[config.mk]
export PLATFORM = sky130hd
export DESIGN_NAME = motion_seg_scheduler
export DESIGN_NICKNAME = d
export VERILOG_FILES = /design/src/rtl/motion_seg_scheduler.sv
export SDC_FILE = /design/constraint.sdc
export NUM_CORES = 2
export LEC_CHECK = 0
export CAP_MARGIN = 25
export CORE_ASPECT_RATIO = 0.75
export CORE_UTILIZATION = 28
export CTS_CLUSTER_SIZE = 16
export DETAILED_ROUTE_END_ITERATION = 10
export SETUP_SLACK_MARGIN = 0.05
export SLEW_MARGIN = 10
export SYNTH_ARGS = -nofsm -noshare
export SYNTH_HDL_FRONTEND = slang
export SYNTH_SLANG_ARGS = --single-unit
[constraint.sdc]
create_clock -name Bus2IP_Clk -period 3.8 [get_ports Bus2IP_Clk]
set_clock_uncertainty 0.2 [all_clocks]
set_input_delay 0.95 -clock Bus2IP_Clk [delete_from_list [all_inputs] [get_ports Bus2IP_Clk]]
set_output_delay 0.95 -clock Bus2IP_Clk [all_outputs]
set_load 0.01 [all_outputs]
[src/rtl/motion_seg_scheduler.sv]
// Segment FIFO plus IDLE/LOAD/RUN sequencer feeding the motion step generator.
// Segments are popped into held Seg_* registers and announced with a one-cycle Seg_Load.
module motion_seg_scheduler #(
  parameter int unsigned DEPTH = 8,
  parameter int unsigned AW    = 3
) (
  input  logic          Bus2IP_Clk,
  input  logic          Bus2IP_Resetn,
  input  logic          Push_Valid,
  output logic          Push_Ready,
  input  logic [31:0]   Push_V,
  input  logic [31:0]   Push_A,
  input  logic [31:0]   Push_J,
  input  logic [31:0]   Push_Dt,
  input  logic [31:0]   Push_Steps,
  input  logic          Push_Last,
  input  logic          Start,
  input  logic          Abort,
  input  logic          Count_Clr,
  input  logic          Core_Done,
  output logic          Seg_Load,
  output logic [31:0]   Seg_V,
  output logic [31:0]   Seg_A,
  output logic [31:0]   Seg_J,
  output logic [31:0]   Seg_Dt,
  output logic [31:0]   Seg_Steps,
  output logic [AW:0]   Level,
  output logic          Busy,
  output logic [31:0]   Seg_Count,
  output logic          Ev_Finished,
  output logic          Ev_Underrun
);

  localparam int unsigned LW = AW + 1;
  localparam logic [AW:0] Full = LW'(DEPTH);

  typedef struct packed {
    logic [31:0] v;
    logic [31:0] a;
    logic [31:0] j;
    logic [31:0] dt;
    logic [31:0] steps;
    logic        last;
  } seg_t;

  typedef enum logic [1:0] {StIdle, StLoad, StRun} state_e;

  state_e        state_q, state_d;
  seg_t          mem_q [DEPTH];
  seg_t          cur_q;
  seg_t          push_seg;
  logic [AW-1:0] wr_ptr_q, rd_ptr_q;
  logic [AW:0]   level_q, level_d;
  logic [31:0]   count_q, count_d;
  logic          load_q, load_d;
  logic          fin_q, fin_d;
  logic          und_q, und_d;
  logic          push, pop, count_evt, not_empty;

  assign push_seg   = '{v: Push_V, a: Push_A, j: Push_J, dt: Push_Dt, steps: Push_Steps,
                        last: Push_Last};
  assign not_empty  = (level_q != '0);
  // Ready is a pure function of the registered level, never of a same-cycle pop.
  assign Push_Ready = (level_q != Full);
  assign push       = Push_Valid && Push_Ready && !Abort;

  always_comb begin
    state_d   = state_q;
    pop       = 1'b0;
    load_d    = 1'b0;
    fin_d     = 1'b0;
    und_d     = 1'b0;
    count_evt = 1'b0;
    if (Abort) begin
      state_d = StIdle;
    end else begin
      unique case (state_q)
        StIdle: begin
          if (Start && not_empty) state_d = StLoad;
        end
        StLoad: begin
          pop     = 1'b1;
          load_d  = 1'b1;
          state_d = StRun;
        end
        StRun: begin
          if (Core_Done) begin
            count_evt = 1'b1;
            if (cur_q.last) begin
              fin_d   = 1'b1;
              state_d = StIdle;
            end else if (not_empty) begin
              pop    = 1'b1;
              load_d = 1'b1;
            end else begin
              und_d   = 1'b1;
              state_d = StIdle;
            end
          end
        end
        default: state_d = StIdle;
      endcase
    end
  end

  always_comb begin
    level_d = level_q;
    if (Abort) begin
      level_d = '0;
    end else begin
      level_d = level_q + LW'(push) - LW'(pop);
    end
  end

  always_comb begin
    count_d = count_q;
    if (Count_Clr) begin
      count_d = '0;
    end else if (count_evt) begin
      count_d = count_q + 32'd1;
    end
  end

  always_ff @(posedge Bus2IP_Clk or negedge Bus2IP_Resetn) begin
    if (!Bus2IP_Resetn) begin
      state_q  <= StIdle;
      wr_ptr_q <= '0;
      rd_ptr_q <= '0;
      level_q  <= '0;
      count_q  <= '0;
      load_q   <= 1'b0;
      fin_q    <= 1'b0;
      und_q    <= 1'b0;
      cur_q    <= '0;
      for (int i = 0; i < DEPTH; i++) mem_q[i] <= '0;
    end else begin
      state_q <= state_d;
      level_q <= level_d;
      count_q <= count_d;
      load_q  <= load_d;
      fin_q   <= fin_d;
      und_q   <= und_d;
      if (Abort) begin
        wr_ptr_q <= '0;
        rd_ptr_q <= '0;
      end else begin
        if (push) begin
          mem_q[wr_ptr_q] <= push_seg;
          wr_ptr_q        <= wr_ptr_q + AW'(1);
        end
        if (pop) begin
          cur_q    <= mem_q[rd_ptr_q];
          rd_ptr_q <= rd_ptr_q + AW'(1);
        end
      end
    end
  end

  assign Seg_Load    = load_q;
  assign Seg_V       = cur_q.v;
  assign Seg_A       = cur_q.a;
  assign Seg_J       = cur_q.j;
  assign Seg_Dt      = cur_q.dt;
  assign Seg_Steps   = cur_q.steps;
  assign Level       = level_q;
  assign Busy        = (state_q != StIdle);
  assign Seg_Count   = count_q;
  assign Ev_Finished = fin_q;
  assign Ev_Underrun = und_q;

endmodule

* Yosys cells after proc, flatten, opt, wreduce, memory -nomap -nowiden
Cells that the tools add are included.
Cells by class: bitwise operators 3, eq/ne operators 6, reduce and logical (&&, ||, !) cells 14, $lt $le $gt $ge 3, add/sub/neg operators 5, mux-type cells 36
Operator list (number):
- bitwise mux 1288 bit | 1
- binary-select mux 161 bit (select 3 bit) | 1
- demux 161 bit (select 3 bit) | 1
- two-way mux 161 bit | 3
- two-way mux 32 bit | 2
- adder 32 x 1 -> 32 bit, second input constant | 1
- two-way mux 1 bit | 16
- two-way mux 3 bit | 4
- two-way mux 2 bit | 5
- greater-or-equal comparator 4 bit, second input constant | 2
- != test 4 bit, second input constant | 2
- inverter 3 -> 4 bit | 2
- nonzero test 2 bit | 4
- adder 3 x 1 -> 3 bit, second input constant | 2
- != test 3 bit, second input constant | 2
- case mux 2 bit (3 select lines) | 1
- adder 4 x 1 -> 4 bit | 1
- logical AND 1 bit | 4
- < comparator 4 x 1 -> 1 bit, second input constant | 1
- two-way mux 4 bit | 1
- AND reduction 2 bit | 2
- nonzero test 4 bit | 1
- subtractor 4 x 1 -> 4 bit | 1
- AND reduction 3 bit | 1
- 6 further kinds | 6
Word-level totals: register bits 1496, input port bits 168, output and inout bits 201, logic and storage cells 129

* Logic depth before layout (Yosys ltp)
depth in word-level cells 8, mapped depth 14, depth with buffers taken out 12

* Worst setup path after synthesis
No wires, ideal clock.
path kind input-to-reg, from input port Core_Done, to register level_q[1] (netlist: Level[1]), stages on the path 10, arrival 3018 ps, required time 3468 ps, path buffers 2, library setup time 132 ps, path slack 450 ps, cell sequence and4b_1 a22oi_4 nor2_1 buf_2 buf_2 ha_1 inv_1 ha_1 fa_1 nor2b_1
On the way: cells in the longest elaborated chain, start to end 5
Ends and longest elaborated chain:
- from (decl) | RTL line 20 | input logic Core_Done,
- two-way mux 1 bit
- case mux 1 bit (2 select lines)
- two-way mux 1 bit
- net load_d | RTL line 55 | logic load_q, load_d;
- subtractor 4 x 1 -> 4 bit | RTL line 111 | level_d = level_q + LW'(push) - LW'(pop);
- two-way mux 4 bit | RTL line 108 | if (Abort) begin
- net level_d[1] | RTL line 53 | logic [AW:0] level_q, level_d;
- to (signal assigned) | RTL line 138 | level_q <= level_d;
- to (decl) | RTL line 53
The timed path passes the listed nets, and every way through them passes these cells. A chain may end at the register's enable or synchronous reset.

* Worst setup path in the final report
from register level_q[2] (netlist: Level[2]), to output port Push_Ready
On the way: cells in the longest elaborated chain, start to end 1
Ends and longest elaborated chain:
- != test 4 bit | RTL line 64 | assign Push_Ready = (level_q != Full);
- to (decl) | RTL line 10 | output logic Push_Ready,
No other way between the ends.

==> results list <==
- Count of buffers from port buffering: ~370
* Synth Area in Simple Gates: 0.0116
- After technology mapping, the gate count stands at 4,083.
* Shortest period the worst path allows: around 3.6 ns
- Global route overflow: 0
- Counting the buffers created by CTS gives approximately 170.
- Cell taking the most area after synthesis: sky130_fd_sc_hd__dfrtp_1
- Worst-margin pin slew: 0.839 ns
* Fraction of registers with async set or reset after synthesis: 1.00
- The HPWL after detailed placement is ~110 mm.
- Dominant cells by area after synthesis: sky130_fd_sc_hd__dfrtp_1 (56%), sky130_fd_sc_hd__mux2_2 (25%), sky130_fd_sc_hd__mux4_2 (11%)
- RSZ-0062 raised after global routing: no
* Number of failing setup endpoints in the final timing report: 0
- Crit path arrival time: 2.42 ns
- For this block, the routed nets add up to about 170 mm of wire.
- Counting along the longest clock path gives a buffer depth of 4.
- At the end of routability-driven placement, the weighted congestion stood at 0.745.
* Sequential Area: ~37,000 um^2
- In this run the horizontal extent of the chip is 568 um.
* Number of setup buffers added after CTS: 0
- The worst register-to-register path begins at Level[2].
- Static timing analysis puts the maximum clock frequency at approximately 280 MHz.
- Detailed-route wire length per cell: roughly 22 um
- The initial antenna violation count came to 30.
- In the routed design, unresolved DRC markers number 0.
* Avg Inst Size Synth: ~16 um^2
* Result of the run: complete, no violations
- Once placement finished, the instance area stood at between 70,000 and 80,000 um^2.
- Initial standard-cell utilization of the core: 0.282
- Pre-antenna DRT Iters: 5
* Endpoint of the most critical setup path: Push_Ready
* Path type of the worst setup path: reg2out
* Xor-xnor portion of the synthesized cell area: 0.00208
- Per-cell via count in the routed design: between 4 and 5
* Top cell type's share of synthesized area: 0.557
* Area of the multi-input gates: around 27,000 um^2
* Synth Warn #: 0
- Total power per unit cell area: between 600 and 700 nW/um^2
* Fill cells: ~23,000
- The worst setup path is launched from a register.
- Vertical die dimension: 426 um
- Clock Tree Root: sky130_fd_sc_hd__clkbuf_16
- The core region is ~240,000 um^2.
* Flop2flop setup slack: between 0.7 and 0.8 ns
- The tightest hold path in the finished design has a slack of 0.293 ns.
- For this block, the via count after detailed routing is approximately 36,000.
- Hold_buf cts: 1
- The top cell types in the final layout, fill and taps aside, are sky130_fd_sc_hd__mux2_2 (1,497), sky130_fd_sc_hd__dfrtp_1 (1,493), sky130_fd_sc_hd__clkdlybuf4s50_1 (367).
- Counting cells, the worst reg-to-reg path comes to 9.
* Type of the worst min-delay path: reg2reg
* Leakage dissipation: ~36 nW
* Remaining antenna violation count after routing: 0
- Die Outline Area: between 200,000 and 250,000 um^2
* FP Rows: around 160
* Syn Std Cell Area: 67,200 um^2
* DR iter-0 viols: between 1,500 and 2,000
- IO Count: around 370
- Clock tree from TritonCTS: done
- The compound-cell area share of the yosys netlist was 0.00488.
* Fraction of layout cells with a size suffix above 1: 0.531
- Resize count post-CTS: 0
- Entering global routing, the biggest net connects between 100 and 150 pins.
- After clock tree synthesis, the clock-pin slew on the worst setup and hold paths is about 0.06 ns.
* Global router's overall resource usage: 0.138
- After routing, the total negative slack on setup checks comes to 0 ns.
- Most used flip-flop cell after synthesis: sky130_fd_sc_hd__dfrtp_1
* Synth Area in Adders: 0.00272
* Vias in the first global route: 39,242
* Synth unique cells: slightly below 50
* Final net count: about 4,600
* # clock sinks: about 1,500
- Final hold vios: 0
* Post-synthesis sequential area ratio: 0.557
* Net count after synthesis: about 4,300
- Power consumption: slightly above 0.05 W
- Largest voltage drop on the vdd net: just over 0.3 mV
- The worst setup path is captured at a primary output.
- Dividing the final minimum period by the clock period gives 0.938.
- The first global-routing pass estimated about 260 mm of wire.
- Number of enable flip-flop cells after synthesis: 0
- Dominant combinational cell family by area after synthesis: multiplexers
* Number of levels the H-tree was split into: 4
- Area of all placed cells without fillers: between 80,000 and 90,000 um^2
- For the worst-skew pair, the clock arrives at the later sink with an insertion delay of ~0.80 ns.
- Final-report max-slew violation count: 0
- CP Max Fanout: 6
- The worst pin sits at a relative slew slack of 0.441.
- In this run the worst setup path begins at Level[2].
* Count of maximum capacitance violations: 0
- In this run, synthesis produced a sequential element count of between 1,000 and 1,500.
- Fraction of synthesized area in multiplexers: 0.383
* Required time worst endpoint: 2.65 ns
- The library cell used most frequently in the layout, excluding fill and tap cells, is sky130_fd_sc_hd__mux2_2.
* Area growth, synth to finish: 20.1%
- Endpoint of the worst register-to-register path: mem_q[421]
power breakdown:
group,switching [W],internal (W)
Clock,0.00668,0.00918
Combinational,0.00481,0.00794
Sequential,0.00217,0.0201
Total,0.0137,0.0372
cells in the mapped netlist, drive strengths merged, types with 7 or more instances:
cell       n
a21oi     19
nand4     17
xnor2      9
dfrtp   1496
nor2      23
ha        13
mux4     322
nand3     13
mux2    1611
xor2       7
or4        9
or3        8
o21ai      8
nand2     18
clkbuf    74
inv       13
buf      350
o31ai      7
metrics by stage:
stage               utilization  worst slack (ns)  instances
floorplan                     -             0.450       4083
global placement          0.317             0.161       7427
detailed placement        0.317             0.165       7427
CTS                       0.339             0.140       7714
global route              0.339             0.101       7716
finish                    0.339             0.234       7720
area by class of cell:
type | count | share of cell area
diodes | 6 | 0.000186
clock buffers | 248 | 0.0601
clock inverters | 38 | 0.00519
inverters | 13 | 0.000604
multi-input cells | 2150 | 0.337
flip-flops and latches | 1496 | 0.464
well taps | 3140 | 0.0487
repair buffers | 629 | 0.0842
sequential cells by signal, summed over array words and instances, names as in the netlist:
name,count
Seg_V,32
Seg_Dt,32
cur_q,1
rd_ptr_q,3
Level,4
Seg_J,32
Ev_Finished,1
Ev_Underrun,1
Seg_A,32
mem_q,1288
wr_ptr_q,3
Seg_Load,1
Seg_Count,32
state_q,2
Seg_Steps,32
critical path, stage by stage (launching register included):
cell and delay, ns:
sky130_fd_sc_hd__dfrtp_1 0.37, sky130_fd_sc_hd__inv_1 0.10, sky130_fd_sc_hd__ha_1 0.14, sky130_fd_sc_hd__or3b_1 0.47, sky130_fd_sc_hd__clkdlybuf4s50_1 0.53
how the worst min path moves through the flow:
stage                      startpoint     endpoint  slack (ns)  cells past startpoint
after global placement    mem_q[1119]  mem_q[1119]        0.27                      1
after CTS                 mem_q[1063]  mem_q[1063]        0.29                      1
after detailed placement  mem_q[1063]  mem_q[1063]        0.28                      1
after global routing      mem_q[1104]  mem_q[1104]        0.30                      1
after floorplan              cur_q[0]  Ev_Underrun        0.25                      1
final                     mem_q[1063]  mem_q[1063]        0.29                      1
kinds of logic after synthesis:
kind of cell	after synthesis
muxes	1936
DFF	1496
buffers and inverters	437
and+or+nand+nor	135
AOI/OAI and AO/OA	49
xor gates and xnor gates	16
adders and majority gates	14
metal layers:
metal / track usage / share of wire
met1: 0.203 / 0.49
met2: 0.207 / 0.44
met3: 0.0305 / 0.045
met4: 0.0314 / 0.019
met5: 0 / 0.0018
Power figures use the tool's default switching activity.
